File: src/rtl/adc_controller.sv
// adc_controller: continuous round-robin sampler for an ADC128S022-type
// 8-channel, 12-bit serial ADC. Converts channels 5, 6 and 7 in turn and
// keeps the latest result of each in its own output register.
//
// Ports
//   clk_50M      in   50 MHz system clock, all flops on its rising edge
//   rst_n        in   asynchronous active-low reset
//   dout         in   serial data from the ADC
//   adc_sck      out  1 MHz SPI clock (25 cycles high / 25 cycles low)
//   adc_cs_n     out  chip select, low from the first sck fall onward
//   din          out  serial control word (channel address) to the ADC
//   left_value   out  latest channel-5 result
//   center_value out  latest channel-6 result
//   right_value  out  latest channel-7 result

// One output holding register per converted channel.
module adc_chan_reg (
  input  logic        clk,
  input  logic        rst_n,
  input  logic        wr,
  input  logic [11:0] data,
  output logic [11:0] value
);
  always_ff @(posedge clk or negedge rst_n)
    if (!rst_n)  value <= '0;
    else if (wr) value <= data;
endmodule

module adc_controller #(
  parameter int          NUM_CH   = 3,
  parameter logic [2:0]  FIRST_CH = 3'd5
) (
  input  logic        clk_50M,
  input  logic        rst_n,
  input  logic        dout,
  output logic        adc_sck,
  output logic        adc_cs_n,
  output logic        din,
  output logic [11:0] left_value,
  output logic [11:0] center_value,
  output logic [11:0] right_value
);
  localparam logic [2:0] LAST_CH = FIRST_CH + 3'(NUM_CH - 1);

  // ---------------- clock scaler ----------------
  logic [4:0] scl_cnt;
  logic       sck_rise, sck_fall;

  // Strobes are high in the cycle whose closing edge toggles adc_sck.
  assign sck_rise = (scl_cnt == 5'd24) & ~adc_sck;
  assign sck_fall = (scl_cnt == 5'd24) &  adc_sck;

  always_ff @(posedge clk_50M or negedge rst_n)
    if (!rst_n) begin
      scl_cnt <= '0;
      adc_sck <= 1'b0;
    end else if (scl_cnt == 5'd24) begin
      scl_cnt <= '0;
      adc_sck <= ~adc_sck;
    end else begin
      scl_cnt <= scl_cnt + 5'd1;
    end

  // ---------------- chip-select FSM ----------------
  typedef enum logic {ST_IDLE, ST_CONV} state_t;
  state_t state, state_nxt;

  always_ff @(posedge clk_50M or negedge rst_n)
    if (!rst_n) state <= ST_IDLE;
    else        state <= state_nxt;

  always_comb begin
    state_nxt = state;
    case (state)
      ST_IDLE: if (sck_fall) state_nxt = ST_CONV;
      ST_CONV: state_nxt = ST_CONV;
      default: state_nxt = ST_IDLE;
    endcase
  end

  // cs_n comes straight from the state flop, so it drops on the same edge
  // as the first sck fall and never glitches.
  assign adc_cs_n = (state == ST_IDLE);

  // ---------------- serial datapath ----------------
  logic        active;
  logic [3:0]  bit_idx;
  logic [10:0] shreg;
  logic [2:0]  addr, prev_addr;
  logic        first;
  logic [15:0] ctrl_word;
  logic [11:0] word;
  logic        frame_end;

  assign active    = (state == ST_CONV);
  assign ctrl_word = {2'b00, addr, 11'd0};
  // Bit n=15 is still on dout at the final rise, so it joins the word here.
  assign word      = {shreg, dout};
  assign frame_end = sck_rise & active & (bit_idx == 4'd15);

  always_ff @(posedge clk_50M or negedge rst_n)
    if (!rst_n) begin
      bit_idx   <= '0;
      din       <= 1'b0;
      shreg     <= '0;
      addr      <= FIRST_CH;
      prev_addr <= FIRST_CH;
      first     <= 1'b1;
    end else begin
      // The first fall (cs_n dropping) already presents bit 15 with n=0.
      if (sck_fall) din <= ctrl_word[~bit_idx];
      if (sck_rise && active) begin
        bit_idx <= bit_idx + 4'd1;
        // n=0..3 are the ADC's leading zero slots and are not captured.
        if (bit_idx >= 4'd4) shreg <= {shreg[9:0], dout};
      end
      // Data in a frame answers the address sent in the previous frame.
      if (frame_end) begin
        first     <= 1'b0;
        prev_addr <= addr;
        addr      <= (addr == LAST_CH) ? FIRST_CH : addr + 3'd1;
      end
    end

  // ---------------- per-channel output registers ----------------
  logic [NUM_CH-1:0]       wr;
  logic [NUM_CH-1:0][11:0] chan_val;

  for (genvar i = 0; i < NUM_CH; i++) begin : g_ch
    assign wr[i] = frame_end & ~first & (prev_addr == FIRST_CH + 3'(i));
    adc_chan_reg u_reg (
      .clk   (clk_50M),
      .rst_n (rst_n),
      .wr    (wr[i]),
      .data  (word),
      .value (chan_val[i])
    );
  end

  assign left_value   = chan_val[0];
  assign center_value = chan_val[1];
  assign right_value  = chan_val[2];
endmodule

File: config.mk
export PLATFORM = sky130hd
export DESIGN_NAME = adc_controller
export DESIGN_NICKNAME = d
export VERILOG_FILES = /design/src/rtl/adc_controller.sv
export SDC_FILE = /design/constraint.sdc
export NUM_CORES = 1
export LEC_CHECK = 0
export ABC_AREA = 1
export BUFFER_PORTS_ARGS = -buffer_cell sky130_fd_sc_hd__clkbuf_2
export CELL_PAD_IN_SITES_DETAIL_PLACEMENT = 0
export CELL_PAD_IN_SITES_GLOBAL_PLACEMENT = 2
export CORE_MARGIN = 4
export CORE_UTILIZATION = 32
export CTS_BUF_LIST = sky130_fd_sc_hd__clkbuf_2 sky130_fd_sc_hd__clkbuf_4 sky130_fd_sc_hd__clkbuf_8
export DETAILED_ROUTE_END_ITERATION = 8
export PLACE_DENSITY_LB_ADDON = 0.1
export SETUP_SLACK_MARGIN = 0.5
export SYNTH_ARGS = -nofsm -noshare
export SYNTH_HDL_FRONTEND = slang
export SYNTH_SLANG_ARGS = --single-unit
File: constraint.sdc
create_clock -name clk_50M -period 1.6 [get_ports clk_50M]
set_clock_uncertainty 0.15 [all_clocks]
set_input_delay 0.16 -clock clk_50M [delete_from_list [all_inputs] [get_ports clk_50M]]
set_output_delay 0.16 -clock clk_50M [all_outputs]
set_load 0.02 [all_outputs]
---- Yosys cells after proc, flatten, opt, wreduce, memory -nomap -nowiden ----
Cells that the tools add are included.
W data, S select, Z words.
operators by class
  equal/unequal tests ..................... 6
  reductions and logical operators ........ 2
  multiplexer cells ....................... 6
  multipliers ............................. 0
  order comparisons ....................... 2
  add/subtract/negate cells ............... 3
  shifts and indexed selects .............. 0
  bitwise logic cells ..................... 12
  div/mod/pow operators ................... 0
operator list
  kind                   number
  $eq A3 B3 Y1 const B   4
  $and A1 B1 Y1          8
  $add A5 B1 Y5 const B  1
  $eq A5 B5 Y1 const B   1
  $lt A4 B5 Y1 const B   1
  $mux W5                1
  $add A4 B1 Y4 const B  1
  $bmux W1 S4            1
  $eq A4 B4 Y1 const B   1
  $ge A4 B3 Y1 const B   1
  $not A4 Y4             1
  $add A3 B1 Y3 const B  1
  $mux W3                1
  $not A1 Y1             3
  $mux W1                2
  $pmux W1 S2            1
  $reduce_and A2 Y1      1
  $logic_and A1 B1 Y1    1
storage, ports and cells
  register bits ........................... 66
  latch bits .............................. 0
  bits of input ports ..................... 3
  output and inout bits ................... 39
  memories ................................ 0
  memory bits (writable) .................. 0
  bits in read-only memories .............. 0
  logic and storage cells ................. 43

---- Depth between registers and ports, before layout ----
  depth in word-level cells ............... 6
  depth in mapped cells ................... 10
  depth with buffers taken out ............ 9

---- Cells and area by module ----
From an unflattened synthesis, not the netlist that was laid out.
second synthesis, totals
  cells, all modules ...................... 316
  area, all modules ....................... 2,813.9 sq um
by module, submodules not included
  module          seq. area each (sq um)  times used  area an instance (sq um)  cells an instance
  adc_controller  757.0                   1           1,440.1                   163
  adc_chan_reg    300.3                   3           457.9                     51

---- Least setup slack after synthesis ----
No wires, ideal clock.
  path kind ............................... register to register
  from .................................... reg scl_cnt[0]
  to ...................................... reg g_ch[0].u_reg.value[0]
  buffers on the path ..................... 1
  clock period less this slack ............ 1.638 ns
  required time ........................... 1.385 ns
  slack ................................... -0.038 ns
  data arrival time ....................... 1.423 ns
  library setup time ...................... 0.065 ns
  cell stages (with the launch flop) ...... 10
  path through ............................ dfrtp_1 inv_1 ha_1 nand2_1 nor2_2 nand3_4 nor2_8 buf_6 nand3_1 nand2_1
between the ends
  cells in the longest elaborated chain, start to end .. 6
RTL lines
  element                      line  text
  from (decl)                  46    logic [4:0] scl_cnt;
  from (signal assigned)       61    scl_cnt <= scl_cnt + 5'd1;
  $eq A5 B5 Y1                 50    assign sck_rise = (scl_cnt == 5'd24) & ~adc_sck;
  $and A1 B1 Y1                50
  $and A1 B1 Y1 (2 in series)  99    assign frame_end = sck_rise & active & (bit_idx == 4'd15);
  $and A1 B1 Y1 (2 in series)  130   assign wr[i] = frame_end & ~first & (prev_addr == FIRST_CH + 3'(i));
  to (signal assigned)         26    else if (wr) value <= data;
  to (decl)                    22    output logic [11:0] value
Every way passes these cells.
A chain may end at the register's enable or synchronous reset.

---- Worst setup path after layout ----
  from .................................... reg scl_cnt[1]
  to ...................................... reg prev_addr[1]
between the ends
  cells in the longest elaborated chain, start to end .. 4
RTL lines
  element                      line  text
  $eq A5 B5 Y1                 50
  $and A1 B1 Y1                50
  $and A1 B1 Y1 (2 in series)  99
  to (signal assigned)         120   prev_addr <= addr;
  to (decl)                    89    logic [2:0] addr, prev_addr;
Every way passes these cells.

==> metrics.txt <==
Pleak 2.101 nW; antenna diode count 0; Cell Pwr Density 810.4 nW/um2; count of non-filler cells in the finished layout 510; slew of the pin with the lowest slew margin 0.5081 ns; Worst Setup Path Type reg -> reg; status finished with violations; Slew headroom 66.00%; P&R area growth vs syn 51.14%; ys flop type dfrtp_1; Syn Nets 313; share of cells above drive strength 1 37.53%; DRT iter0 DRCs 63; area leader, netlist dfrtp_1; Critical Path Sink Type flop; clock buffer depth 2; MaxCap Viol Count 0; hpwl dp 4394 um; die span in x 101.5 um; worst-path maximum fanout 5; DIE HEIGHT 101.5 um; cell-internal power 2.736 mW; synthesis warning total 0; CTS H-tree lvls 3; most frequent cells after synthesis nand2_1, dfrtp_1, nand3_1; Net Sw Frac 20.20%; clk root buf clkbuf_8; total gr overflow 0; NetSw 692.5 uW; RSZ-0062 raised after global routing yes; total number of vias 2240; setup violators final 38; final slew viol count 0; Worst-path clk slew 0.08 ns; Synth top area share 54.54%; Power Total 3.428 mW; CTS tree done; Final ANT Viol Nets 0; gr usage total 14.73%; Die Area 10310 um2; final worst setup slack -0.02897 ns; Hold Vio Cnt, Final 0; placed cell count 460; EDFF count, synth 0; Reg2Reg Depth 9; asr flop ratio synth 100.0%; GPL Wtd Cong 0.7186; total CTS buffers 9; Initial Utilization 33.39%; Avg Cell Area, Syn 9.147 um2; synthesized area 2799 um2; Final Routed Wirelength 6811 um; initial antenna violation count 0; failing checks negative setup slack; Synth area leaders dfrtp_1, nand2_1, nand3_1; DR pass1 iterations 4; largest net degree at the start of global routing 67; Worst setup SP type flop; DR WL/cell 13.35 um; # rows 33; sequential fraction of design power 48.6%; CP Data Required Time 1.71 ns; hold crit path type in -> async; count of state elements after synthesis 66; I/O pins 42; Period minus WS final 1.629 ns; Clock Latency Late Sink 0.34 ns; Post-route DRC 0; Yosys cell types 23; first-pass GRT wire length 11760 um; Layout Nets 407; DR vias/cell 4.392; vias in the first global route 2241; sequential area share after synthesis 59.23%; clock network power share 50.0%; synthesized instance count 306; Sink Count 66; Critical Path AT 1.74 ns; Tcrit/Tclk final 101.8%; upper clock frequency limit 613.9 MHz; peak supply drop 0.4390 mV; IO Port Bufs 41; Logic pwr share 1.3%; top-count cell post-synth nand2_1; total core area 8382 um2
[state kept, by name, indices dropped and copies added (netlist names)]
signal,flops
adc_sck,1
addr,3
bit_idx,4
shreg,11
scl_cnt,5
g_ch.u_reg.value,36
prev_addr,3
first,1
din,1
active,1
[area by class of cell]
cell class | instances | area, um2
clock buffer | 10 | 131.4
clock inverter | 6 | 115.1
multi-input combinational | 201 | 1097
tap | 105 | 131.4
inverter | 27 | 101.3
timing repair buffer | 95 | 996.0
fill | 804 | 4151
sequential | 66 | 1658
[cell usage in the layout (no fill, tap or decap), types with 5 or more instances in the layout]
cell type  count
dfstp_2        5
nand2_2        9
buf_6         25
o21ai_2        5
nand3_2        5
nor2_4         6
buf_4         38
nor2_1        10
inv_1         24
nand3_1       36
nand2_1       93
o21ai_1       12
clkbuf_8      34
dfrtp_1       61
[through the flow]
stage	util, %	hold slack [ns]	setup TNS, ns	instance area, um2	setup slack, ns
3_5_place_dp	38.89	0.06607	-0.9298	3259	-0.06630
4_1_cts	48.22	0.2373	-0.1131	4041	-0.01628
5_1_grt	50.47	0.2507	-6.557	4230	-0.1609
2_1_floorplan	-	-0.2856	-0.6336	2867	-0.02672
6_report	50.47	0.2246	-0.3523	4230	-0.02897
3_3_place_gp	38.89	0.07033	-0.4425	3259	-0.02902
[logic make-up after synthesis]
group / after synthesis / synth area share (%)
DFF: 66 / 59.23
buffers and inverters: 39 / 6.392
xor gates and xnor gates: 5 / 1.565
AOI/OAI and AO/OA: 25 / 4.649
and+or+nand+nor: 167 / 26.38
adders and majority gates: 4 / 1.788
[power groups by stage]
| stage | sequential (mW) | clock, mW | combinational [mW] |
|---|---|---|---|
| 3_3_place_gp | 1.70 | 0 | 0.0466 |
| 4_1_cts | 1.67 | 1.77 | 0.0503 |
| 3_5_place_dp | 1.70 | 0 | 0.0462 |
| 6_report | 1.67 | 1.72 | 0.0455 |
| 5_1_grt | 1.67 | 1.87 | 0.0542 |
| 2_1_floorplan | 1.70 | 0 | 0.000424 |
[metal layers]
metal	up-vias	global-route usage [%]	wire length [um]	share of wire [%]
met5	-	0	0	0
met4	0	5.828	115	1.7
met3	9	3.237	240	3.5
met2	32	19.82	2862	42
met1	1042	22.72	3592	53
li1	1157	-	-	-
[repair_timing]
item / in CTS / in global routing
setup buffers: 18 / 13
pin swaps: 15 / 7
hold endpoints to repair: 65 / 0
gates cloned: 1 / 0
resized for setup: 106 / 38
hold buffers: 2 / 0
setup endpoints to repair: 104 / 104
[worst paths after layout]
| kind | slack (ns) | from | end |
|---|---|---|---|
| min in group clk_50M | 0.33 | active | active |
| hold reg to reg | 0.33 | active | active |
| setup reg to reg | -0.03 | scl_cnt[1] | prev_addr[1] |
| max in group asynchronous | 0.76 | rst_n | prev_addr[2] |
| hold / removal | 0.22 | rst_n | bit_idx[3] |
| setup / recovery | -0.03 | scl_cnt[1] | prev_addr[1] |
[critical path, stage by stage, from the launching register on]
cell,delay [ns]
dfrtp_1,0.38
inv_1,0.06
ha_2,0.16
nand2_2,0.07
nor2_4,0.14
nand3_4,0.13
buf_6,0.14
buf_6,0.10
buf_6,0.12
a21oi_2,0.10
(Power assumes the default switching activity.)
